## config.mk

```make
export PLATFORM = sky130hd
export DESIGN_NAME = hdmi_out_align
export DESIGN_NICKNAME = d
export VERILOG_FILES = /design/src/rtl/hdmi_out_align.sv
export SDC_FILE = /design/constraint.sdc
export NUM_CORES = 1
export LEC_CHECK = 0
export BUFFER_PORTS_ARGS = -buffer_cell sky130_fd_sc_hd__buf_2
export CAP_MARGIN = 0
export CELL_PAD_IN_SITES_DETAIL_PLACEMENT = 0
export CELL_PAD_IN_SITES_GLOBAL_PLACEMENT = 1
export CORE_MARGIN = 2
export CORE_UTILIZATION = 25
export CTS_BUF_LIST = sky130_fd_sc_hd__clkbuf_8
export DETAILED_ROUTE_END_ITERATION = 10
export PLACE_DENSITY_LB_ADDON = 0.1
export SETUP_SLACK_MARGIN = 0.05
export SYNTH_ARGS = -nofsm -noshare
export SYNTH_HDL_FRONTEND = slang
export SYNTH_SLANG_ARGS = --single-unit
```

## constraint.sdc

```tcl
create_clock -name clk -period 1.39 [get_ports clk]
set_input_delay 0.139 -clock clk [delete_from_list [all_inputs] [get_ports clk]]
set_output_delay 0.139 -clock clk [all_outputs]
set_load 0.02 [all_outputs]
```

## src/rtl/hdmi_out_align.sv

```systemverilog
// Output stage of the 5x5 median pipeline: realigns kernel-centre control with the median RGB.
// Border masking of the frame edge is built only when HDMI_BORDER_MASK_EN is defined.
module hdmi_out_align #(
  parameter int DATA_W = 8,
  parameter int LAT = 16,
  parameter int BORDER = 2,
  parameter int POS_W = 12,
  parameter logic [3*DATA_W-1:0] MASK_RGB = '0
) (
  input  logic              clk,
  input  logic              rst_n,
  input  logic [DATA_W-1:0] in_red,
  input  logic [DATA_W-1:0] in_green,
  input  logic [DATA_W-1:0] in_blue,
  input  logic              in_dv,
  input  logic              in_hs,
  input  logic              in_vs,
  output logic              tx_dv,
  output logic              tx_hs,
  output logic              tx_vs,
  output logic [DATA_W-1:0] tx_red,
  output logic [DATA_W-1:0] tx_green,
  output logic [DATA_W-1:0] tx_blue
);

  localparam int RGB_W = 3 * DATA_W;

  if (LAT < 1 || BORDER < 0 || POS_W < 2) begin : g_param_check
    $error("hdmi_out_align: LAT must be >= 1, BORDER >= 0, POS_W >= 2");
  end

  logic [2:0]       dly [LAT];
  logic             d_dv;
  logic             d_vs;
  logic             d_hs;
  logic [RGB_W-1:0] in_rgb;
  logic [RGB_W-1:0] pix_rgb;

  assign in_rgb = {in_red, in_green, in_blue};

  // Control is delayed by the median latency so it lines up with in_rgb.
  always_ff @(posedge clk or negedge rst_n) begin
    if (!rst_n) begin
      for (int i = 0; i < LAT; i++) dly[i] <= '0;
    end else begin
      dly[0] <= {in_dv, in_vs, in_hs};
      for (int i = 1; i < LAT; i++) dly[i] <= dly[i-1];
    end
  end

  assign d_dv = dly[LAT-1][2];
  assign d_vs = dly[LAT-1][1];
  assign d_hs = dly[LAT-1][0];

`ifdef HDMI_BORDER_MASK_EN
  localparam logic [POS_W-1:0] POS_MAX  = '1;
  localparam logic [POS_W:0]   BORDER_X = (POS_W+1)'(BORDER);

  logic [POS_W-1:0] col;
  logic [POS_W-1:0] row;
  logic [POS_W-1:0] width;
  logic [POS_W-1:0] height;
  logic             dv_q;
  logic             vs_q;
  logic             dv_fall;
  logic             vs_rise;
  logic [POS_W:0]   w_lim;
  logic [POS_W:0]   h_lim;
  logic             mask_l;
  logic             mask_t;
  logic             mask_r;
  logic             mask_b;
  logic             mask;

  assign dv_fall = dv_q & ~d_dv;
  assign vs_rise = d_vs & ~vs_q;

  always_ff @(posedge clk or negedge rst_n) begin
    if (!rst_n) begin
      col    <= '0;
      row    <= '0;
      width  <= '0;
      height <= '0;
      dv_q   <= 1'b0;
      vs_q   <= 1'b0;
    end else begin
      dv_q <= d_dv;
      vs_q <= d_vs;
      if (d_dv) begin
        if (col != POS_MAX) col <= col + POS_W'(1);
      end else if (dv_fall) begin
        col <= '0;
      end
      if (dv_fall) width <= col;
      // A frame start coincident with a line end resets the row rather than advancing it.
      if (vs_rise) begin
        height <= row;
        row    <= '0;
      end else if (dv_fall && row != POS_MAX) begin
        row <= row + POS_W'(1);
      end
    end
  end

  // Limits are one bit wider so a size at or below BORDER masks the whole axis.
  assign w_lim  = {1'b0, width} - BORDER_X;
  assign h_lim  = {1'b0, height} - BORDER_X;
  assign mask_l = {1'b0, col} < BORDER_X;
  assign mask_t = {1'b0, row} < BORDER_X;
  assign mask_r = (width != '0) && (({1'b0, width} <= BORDER_X) || ({1'b0, col} >= w_lim));
  assign mask_b = (height != '0) && (({1'b0, height} <= BORDER_X) || ({1'b0, row} >= h_lim));
  assign mask   = mask_l | mask_t | mask_r | mask_b;

  assign pix_rgb = mask ? MASK_RGB : in_rgb;
`else
  assign pix_rgb = in_rgb;
`endif

  always_ff @(posedge clk or negedge rst_n) begin
    if (!rst_n) begin
      tx_dv    <= 1'b0;
      tx_hs    <= 1'b0;
      tx_vs    <= 1'b0;
      tx_red   <= '0;
      tx_green <= '0;
      tx_blue  <= '0;
    end else begin
      tx_dv <= d_dv;
      tx_hs <= d_hs;
      tx_vs <= d_vs;
      {tx_red, tx_green, tx_blue} <= d_dv ? pix_rgb : '0;
    end
  end

endmodule
```

==> impl_metrics.py, run 1 <==
metrics = {
    "pwr": {
        "power_mw": 4.19,
        "p_per_area_mw_per_mm2": 1480,
        "leakagePower_nw": 1.38,
        "irDropWorstVdd_v": 0.000800,
    },
    "sta": {
        "skew_ps": 9.77,
        "slew_viol_final": 0,
        "finalCriticalPeriod_ps": 1020,
        "post-route-period-util_pct": 73.2,
        "worst_slew_pin_slew_ps": 555,
        "relSlewSlack_pct": 63.0,
        "setup_viol": 0,
        "final_hold_viol_count": 0,
        "max_freq_mhz": 982,
        "rsz0062_at_grt": "no",
        "fin_ws_ps": 372,
        "fin_setup_tns_ps": 0,
    },
    "die": {
        "initial_core_util_pct": 25.5,
        "die_area_mm2": 0.00903,
        "die_w_um": 95.0,
        "core_area_mm2": 0.00813,
        "die_y_um": 95.0,
        "rows": 33,
        "io_pins": 56,
    },
    "worst_setup_path": {
        "crit_required_ps": 1650,
        "cp.arrival_ps": 1280,
        "cp_slowest_cell": "dfrtp_1",
        "cp_top_family": "flip-flops",
        "startpoint_type": "flop",
        "slowest_delay_ps": 700,
        "crit_chain": "and2_2",
        "crit_fanout": 25,
        "crit_buf_inv": 0,
        "worstSetupPathType": "reg -> reg",
        "cp-end-kind": "flop",
    },
    "layout": {
        "num-fill-cells": 803,
        "design_area_mm2": 0.00283,
        "fin_cells": 291,
        "syn_to_final_growth_pct": 36.5,
        "diodes": 0,
        "drive_gt1_share_pct": 48.9,
        "layout.nets": 210,
    },
    "run": {
        "drv_cap": 0,
    },
    "clocking": {
        "cts_buffers": 9,
        "cts_resized": 0,
        "cts_max_level": 3,
        "clk_latency_ps": 330,
        "cts_tree": "yes",
        "clock-sinks": 75,
        "clk_pin_slew_ps": 80,
        "cts_root_buffer": "clkbuf_8",
        "cts_buffer_depth": 2,
    },
    "placed_design": {
        "dpl-instance-area_mm2": 0.00249,
        "dp_cells": 261,
        "place_hpwl_um": 2010,
        "place_ws_ps": 331,
        "gp_congestion": 0.630,
        "port_buffers": 55,
    },
    "global_routing": {
        "antenna_found_initial": 0,
        "grt_pass1_vias": 996,
        "gr-total-overflow": 0,
        "grt_usage_pct": 7.68,
        "grt_pass1_wl_um": 4820,
        "grt_max_degree": 34,
    },
    "yosys": {
        "avgSynthCellArea_um2": 20.5,
        "ys_ff_latch": 75,
        "synth-simple-area-share_pct": 8.33,
        "synth_nets": 130,
        "syn-cell-area_mm2": 0.00207,
        "synth_adder_area_share_pct": 0,
        "synth_mux_area_share_pct": 0,
        "ys_warn_count": 0,
        "synth.distinct_cells": 4,
        "synthXorXnorAreaFrac_pct": 0,
        "synth_top_family_by_area": "simple AND/OR/NAND/NOR gates",
        "yosysSeqAreaShare_pct": 90.6,
        "syn_inst": 101,
        "synth_compound_area_share_pct": 0,
    },
    "drt": {
        "wl_per_cell_um": 10.5,
        "drc": 0,
        "drt_first_pass_iters": 2,
        "drt-total-wl_um": 3060,
        "drtIter0Drc": 26,
        "ant_nets": 0,
        "vias": 1019,
        "viasPerCell": 3.50,
    },
    "run_status": {
        "outcome": "complete, no violations",
    },
    "min_path": {
        "hp-class": "in -> reg",
    },
}
what timing repair did:
| item | 4_1_cts | 5_1_grt |
|---|---|---|
| hold buffers | 8 | 6 |
| setup buffers | 0 | 0 |
| endpoints found under the hold margin | 31 | 6 |
synth_stat cells:
| cell type | instances | area (µm²) |
|---|---|---|
| buf_6 | 2 | 22.5 |
| dfrtp_1 | 75 | 1880 |
| and2_2 | 18 | 135 |
| and2_1 | 6 | 37.5 |
layout make-up:
class	count	area [µm²]	share of cell area [%]
Tap cell	105	131	4.64
Timing Repair Buffer	71	445	15.7
Multi-Input combinational cell	24	173	6.10
Clock buffer	10	138	4.87
Clock inverter	6	65.1	2.30
Sequential cell	75	1880	66.3
logic make-up (layout without fill, tap and decap cells):
logic type | after synthesis | count (layout)
and+or+nand+nor | 24 | 24
buffers and inverters | 2 | 87
DFF | 75 | 75
report_power, final:
group	switching, mW	internal [mW]	leakage [nW]
Clock	0.754	0.873	0.0905
Combinational	0.129	0.111	0.387
Sequential	0.0345	2.29	0.904
Total	0.917	3.27	1.38
layout by cell type, fill, tap and decap left out, types with 2 or more instances in the layout:
master,instances
and2_2,18
buf_4,2
clkinvlp_4,4
and2_1,6
buf_2,54
dfrtp_1,75
clkbuf_8,10
dlygate4sd3_1,14
path summary, 6_finish.rpt:
kind | start | to | slack, ps | cells after the start
worst max-delay path | d_dv$_DFF_PN0_ | tx_blue[3]$_DFF_PN0_ | 370 | 1
worst min-delay path | in_blue[2] | tx_blue[2]$_DFF_PN0_ | 20 | 2
worst max register to register | d_dv$_DFF_PN0_ | tx_blue[3]$_DFF_PN0_ | 370 | 1
worst min register to register | dly[18]$_DFF_PN0_ | dly[15]$_DFF_PN0_ | 350 | 0
max in group asynchronous | rst_n | tx_red[3]$_DFF_PN0_ | 600 | 3
min in group asynchronous | rst_n | d_hs$_DFF_PN0_ | 240 | 2
per-layer routing:
metal,vias up,share of wire [%],wire [µm],GRT usage (%)
met5,-,0,0,0
met4,0,0,0,3.26
met3,0,11,344,6.40
met2,52,47,1430,10.2
met1,503,42,1280,8.85
li1,464,-,-,-
sequential cells by signal, summed over array words and instances, names as in the netlist:
register / cells
d_dv: 1
tx_green: 8
tx_hs: 1
d_hs: 1
tx_vs: 1
tx_dv: 1
tx_red: 8
d_vs: 1
dly: 45
tx_blue: 8
metrics by stage:
step / util, % / hold WS, ps
final: 34.8 / 24.1
after floorplan: - / -157
after CTS: 34.0 / 0.871
after global routing: 34.8 / 0.546
after detailed placement: 30.6 / 66.2
after global placement: 30.6 / 55.7
(Power assumes the default switching activity.)
==> inputs of run 2 (changes only) <==
ABC_AREA = 1   (was default)
clock period = 1 ns   (was 1.39 ns; I/O delays follow)
==> run 2 against run 1 <==
Global-route usage rose by 0.47 points. Critical path depth unchanged. Worst hold slack better by 160 ps. Cell count up 13%. Clock skew is 3.5 ps lower. Sequential power grew 40%. Critical endpoint is now tx_blue[1]. Combinational power is 94% higher. Worst setup slack lost 320 ps.
==> impl_metrics.py, run 2 <==
metrics = {
    "worst_setup_path": {
        "cp_slowest_cell": "dfrtp_1",
        "cp.depth": 1,
        "slowest_delay_ps": 390,
        "worstSetupPathType": "reg -> out",
        "regToRegStartpoint": "d_dv$_DFF_PN0_",
        "r2r_slack_ps": 190,
        "cp.arrival_ps": 850,
        "crit_chain": "buf_6",
        "crit_buf_inv": 1,
        "crit_fanout": 1,
        "r2r_cells": 3,
        "regToRegEndpoint": "tx_blue[7]$_DFF_PN0_",
        "startpoint_type": "flop",
        "cp-end-kind": "primary output",
        "crit_required_ps": 900,
        "cp_top_family": "flip-flops",
    },
    "sta": {
        "rsz0062_at_grt": "yes",
        "slew_viol_final": 0,
        "post-route-period-util_pct": 94.9,
        "final_hold_viol_count": 0,
        "relSlewSlack_pct": 81.4,
        "setup_viol": 0,
        "fin_ws_ps": 50.6,
        "finalCriticalPeriod_ps": 949,
        "max_freq_mhz": 1050,
        "skew_ps": 6.28,
        "fin_setup_tns_ps": 0,
        "worst_slew_pin_slew_ps": 279,
    },
    "layout": {
        "syn_to_final_growth_pct": 54.3,
        "largest_reg_flops": 45,
        "layout.nets": 249,
        "largest-register": "dly",
        "regArea_mm2": 0.00188,
        "mostFrequentLayoutCell": "dfrtp_1",
        "drive_gt1_share_pct": 32.9,
        "design_area_mm2": 0.00321,
        "num-fill-cells": 795,
        "fin_cells": 330,
        "multi_input_area_um2": 90.1,
        "final_cell_mix": "75 x dfrtp_1, 28 x dlygate4sd3_1, 27 x buf_2, 27 x buf_6",
        "diodes": 0,
    },
    "drt": {
        "viasPerCell": 3.49,
        "drt_first_pass_iters": 4,
        "ant_nets": 0,
        "drtIter0Drc": 23,
        "vias": 1152,
        "wl_per_cell_um": 10.2,
        "drc": 0,
        "drt-total-wl_um": 3360,
    },
    "pwr": {
        "power_mw": 6.36,
        "p_per_area_mw_per_mm2": 1980,
        "leakagePower_nw": 1.68,
        "irDropWorstVdd_v": 0.000677,
    },
    "die": {
        "rows": 33,
        "core_area_mm2": 0.00813,
        "initial_core_util_pct": 25.6,
        "io_pins": 56,
        "die_area_mm2": 0.00906,
        "die_y_um": 95.2,
        "die_w_um": 95.2,
    },
    "clocking": {
        "cts_max_level": 3,
        "cts_tree": "yes",
        "cts_buffers": 9,
        "clk_pin_slew_ps": 70,
        "postCtsSetupRepairBufs": 0,
        "cts_buffer_depth": 2,
        "clk_latency_ps": 330,
        "cts_root_buffer": "clkbuf_8",
        "clock-sinks": 75,
    },
    "yosys": {
        "synthFlopType": "dfrtp_1",
        "syn-cell-area_mm2": 0.00208,
        "ys_warn_count": 0,
        "yosysSeqAreaShare_pct": 90.3,
        "async_flop_share_pct": 100,
        "synth_area_leader_cell": "dfrtp_1",
        "ys_top_cells_by_count": "75 x dfrtp_1, 24 x inv_1, 24 x nand2_1",
        "synth_top_area_share_pct": 90.3,
        "syn_inst": 125,
        "synth_nets": 154,
        "avgSynthCellArea_um2": 16.6,
        "ys_ff_latch": 75,
        "synth_edf_count": 0,
        "synth.distinct_cells": 4,
        "synth_most_common_cell": "dfrtp_1",
        "synth_area_leaders": "dfrtp_1 90%, inv_1 4.3%, nand2_1 4.3%, buf_6 1.1%",
    },
    "global_routing": {
        "grt_pass1_wl_um": 5350,
        "gr-total-overflow": 0,
        "antenna_found_initial": 0,
        "grt_usage_pct": 8.15,
        "grt_pass1_vias": 1187,
        "grt_max_degree": 33,
    },
    "placed_design": {
        "place_ws_ps": 197,
        "gp_congestion": 0.602,
        "dpl-instance-area_mm2": 0.00251,
        "place_hpwl_um": 2210,
        "port_buffers": 55,
        "dp_cells": 286,
    },
    "run_status": {
        "outcome": "complete, no violations",
    },
    "min_path": {
        "hp-class": "in -> async",
    },
    "run": {
        "drv_cap": 0,
    },
}
[run 2: changes by cell type after synthesis, sizes merged]
cell / before / now
and2: 24 / 0
inv: 0 / 24
nand2: 0 / 24
[run 2: report_power, final]
part | leakage, nW | switching [mW] | internal, mW
Combinational | 0.656 | 0.217 | 0.248
Clock | 0.122 | 0.980 | 1.68
Sequential | 0.904 | 0.0523 | 3.19
[run 2: per-stage QoR]
step | util [%] | hold slack [ps]
after floorplan | - | -196
after detailed placement | 30.9 | 2.90
final | 39.5 | 188
after CTS | 39.5 | 179
after global routing | 39.5 | 204
after global placement | 30.9 | -3.79
[run 2: timing repair]
action,CTS,global route
hold endpoints to repair,102,0
gates resized for setup,54,0
endpoints found under the setup margin,27,27
hold buffers,28,0
gates cloned,0,0
[run 2: layer usage]
layer	track usage [%]	share of wire, %	vias up	wire length (µm)
li1	-	-	545	-
met1	9.96	43	561	1440
met2	12.0	48	37	1600
met3	2.77	6.8	9	229
met4	5.80	2.6	0	86
met5	0	0	-	0
[run 2: kinds of logic after synthesis]
kind of cell	share of synthesized area, %
buf+inv	5.42
flops	90.3
simple gates	4.33
[run 2: worst max path at each step]
| stage | from | end | slack, ps |
|---|---|---|---|
| CTS | tx_blue[7]$_DFF_PN0_ | tx_blue[7] | 20 |
| floorplan | d_dv$_DFF_PN0_ | tx_blue[0]$_DFF_PN0_ | 240 |
| global placement | d_dv$_DFF_PN0_ | tx_red[4]$_DFF_PN0_ | 220 |
| global route | tx_blue[3]$_DFF_PN0_ | tx_blue[3] | 7 |
| detailed placement | d_dv$_DFF_PN0_ | tx_red[4]$_DFF_PN0_ | 200 |
| finish | tx_blue[1]$_DFF_PN0_ | tx_blue[1] | 50 |
[run 2: cell type report]
class / count / area share, %
flip-flops and latches: 75 / 58.5
repair buffers: 86 / 24.1
inverters: 24 / 2.81
multi-input cells: 24 / 2.81
clock buffers: 13 / 5.58
clock inverters: 3 / 2.11
well taps: 105 / 4.09
==> inputs of run 3 (changes only) <==
PLACE_DENSITY = 0.54   (was default)
PLACE_DENSITY_LB_ADDON = default   (was 0.1)
==> run 3 against run 2 <==
Global-route usage decreased by 0.11 points. First-iteration DRC count increased by 17%. Routed wire length decreased by 0.95%. Sequential share of layout area increased by 0.83 points. Largest cell class unchanged. Worst hold slack got worse by 6.0 ps. Combinational power about the same. Sequential power about the same. Die area unchanged.
==> impl_metrics.py, run 3 (synthesis gave the netlist of run 2 again) <==
metrics = {
    "clocking": {
        "clock-sinks": 75,
        "clk_latency_ps": 330,
        "clk_pin_slew_ps": 70,
        "cts_root_buffer": "clkbuf_8",
        "cts_buffer_depth": 2,
        "cts_tree": "yes",
        "cts_max_level": 3,
        "postCtsSetupRepairBufs": 0,
        "cts_buffers": 9,
    },
    "layout": {
        "fin_cells": 330,
        "largest_reg_flops": 45,
        "drive_gt1_share_pct": 32.0,
        "num-fill-cells": 760,
        "final_cell_mix": "75 x dfrtp_1, 28 x dlygate4sd3_1, 27 x buf_2, 27 x buf_6, 26 x inv_1",
        "fin_util_pct": 38.9,
        "multi_input_area_um2": 90.1,
        "syn_to_final_growth_pct": 52.2,
        "regArea_mm2": 0.00188,
        "largest-register": "dly",
        "mostFrequentLayoutCell": "dfrtp_1",
        "diodes": 0,
        "layout.nets": 250,
    },
    "sta": {
        "finalCriticalPeriod_ps": 955,
        "relSlewSlack_pct": 83.1,
        "worst_slew_pin_slew_ps": 254,
        "fin_ws_ps": 45.2,
        "max_freq_mhz": 1050,
        "final_hold_viol_count": 0,
        "post-route-period-util_pct": 95.5,
        "rsz0062_at_grt": "yes",
        "setup_viol": 0,
        "skew_ps": 3.34,
        "fin_setup_tns_ps": 0,
        "slew_viol_final": 0,
    },
    "worst_setup_path": {
        "regToRegEndpoint": "tx_blue[7]$_DFF_PN0_",
        "crit_required_ps": 900,
        "r2r_cells": 3,
        "worstSetupPathType": "reg -> out",
        "crit_fanout": 1,
        "regToRegStartpoint": "d_dv$_DFF_PN0_",
        "cp.arrival_ps": 850,
        "crit_buf_inv": 1,
        "crit_chain": "buf_6",
        "cp.depth": 1,
        "slowest_delay_ps": 390,
        "cp_top_family": "flip-flops",
        "cp-startpoint": "tx_red[7]$_DFF_PN0_",
        "r2r_slack_ps": 220,
        "cp-end-kind": "primary output",
        "cp_slowest_cell": "dfrtp_1",
        "startpoint_type": "flop",
        "critical_path.endpoint": "tx_red[7]",
    },
    "global_routing": {
        "grt_usage_pct": 8.04,
        "grt_max_degree": 32,
        "grt_pass1_wl_um": 5340,
        "antenna_found_initial": 0,
        "gr-total-overflow": 0,
        "grt_pass1_vias": 1174,
    },
    "pwr": {
        "irDropWorstVdd_v": 0.00111,
        "power_mw": 5.93,
        "leakagePower_nw": 1.67,
        "p_per_area_mw_per_mm2": 1870,
    },
    "drt": {
        "wl_per_cell_um": 10.1,
        "drc": 0,
        "vias": 1157,
        "drt_first_pass_iters": 4,
        "drt-total-wl_um": 3330,
        "ant_nets": 0,
        "drtIter0Drc": 27,
        "viasPerCell": 3.51,
    },
    "run_status": {
        "outcome": "complete, no violations",
    },
    "placed_design": {
        "port_buffers": 55,
        "dp_cells": 287,
        "gp_congestion": 0.603,
        "place_hpwl_um": 1990,
        "place_ws_ps": 230,
    },
    "die": {
        "core_area_mm2": 0.00813,
        "initial_core_util_pct": 25.6,
        "die_w_um": 95.2,
        "rows": 33,
        "io_pins": 56,
        "die_y_um": 95.2,
        "die_area_mm2": 0.00906,
    },
    "min_path": {
        "hp-class": "in -> async",
    },
    "run": {
        "drv_cap": 0,
    },
}
run 3: cell count changes in the layout (fill, tap and decap cells not counted):
cell,change
buf_4,+1
inv_1,+2
clkinv_2,+1
bufinv_16,-1
clkbuf_8,-2
clkinvlp_4,-1
run 3: cell type report:
class / instances / share of cell area [%]
repair buffers: 87 / 24.7
well taps: 105 / 4.15
clock buffers: 11 / 4.78
inverters: 24 / 2.85
flip-flops and latches: 75 / 59.3
multi-input cells: 24 / 2.85
clock inverters: 4 / 1.34
run 3: routing by layer:
metal	part of all wire (%)	global-route usage, %	vias up
met3	8.9	4.27	9
met1	44	8.95	556
met5	0	0	-
met4	2.7	4.71	0
met2	45	12.2	48
li1	-	-	544
run 3: report_power, final:
group	internal, mW	switching, mW	total [mW]
logic	0.250	0.217	0.467
clock network	1.25	0.971	2.22
registers	3.19	0.0509	3.24
run 3: through the flow:
step | instance area (µm²) | hold WS [ps]
final | 3160 | 182
after global routing | 3160 | 194
after CTS | 3160 | 161
after detailed placement | 2520 | -11.5
after global placement | 2520 | -8.09
after floorplan | 2080 | -196
run 3: worst min path at each step:
| stage | slack (ps) | to | cells after the start |
|---|---|---|---|
| after floorplan | -200 | d_dv$_DFF_PN0_ | 0 |
| after detailed placement | -10 | tx_hs$_DFF_PN0_ | 1 |
| after global routing | 190 | tx_hs$_DFF_PN0_ | 2 |
| final | 180 | tx_hs$_DFF_PN0_ | 2 |
| after CTS | 160 | tx_hs$_DFF_PN0_ | 2 |
| after global placement | -8 | tx_vs$_DFF_PN0_ | 1 |
run 3: what timing repair did:
action,CTS,global route
hold buffers,28,0
setup endpoints to repair,27,27
resized for setup,54,0
hold endpoints to repair,102,0
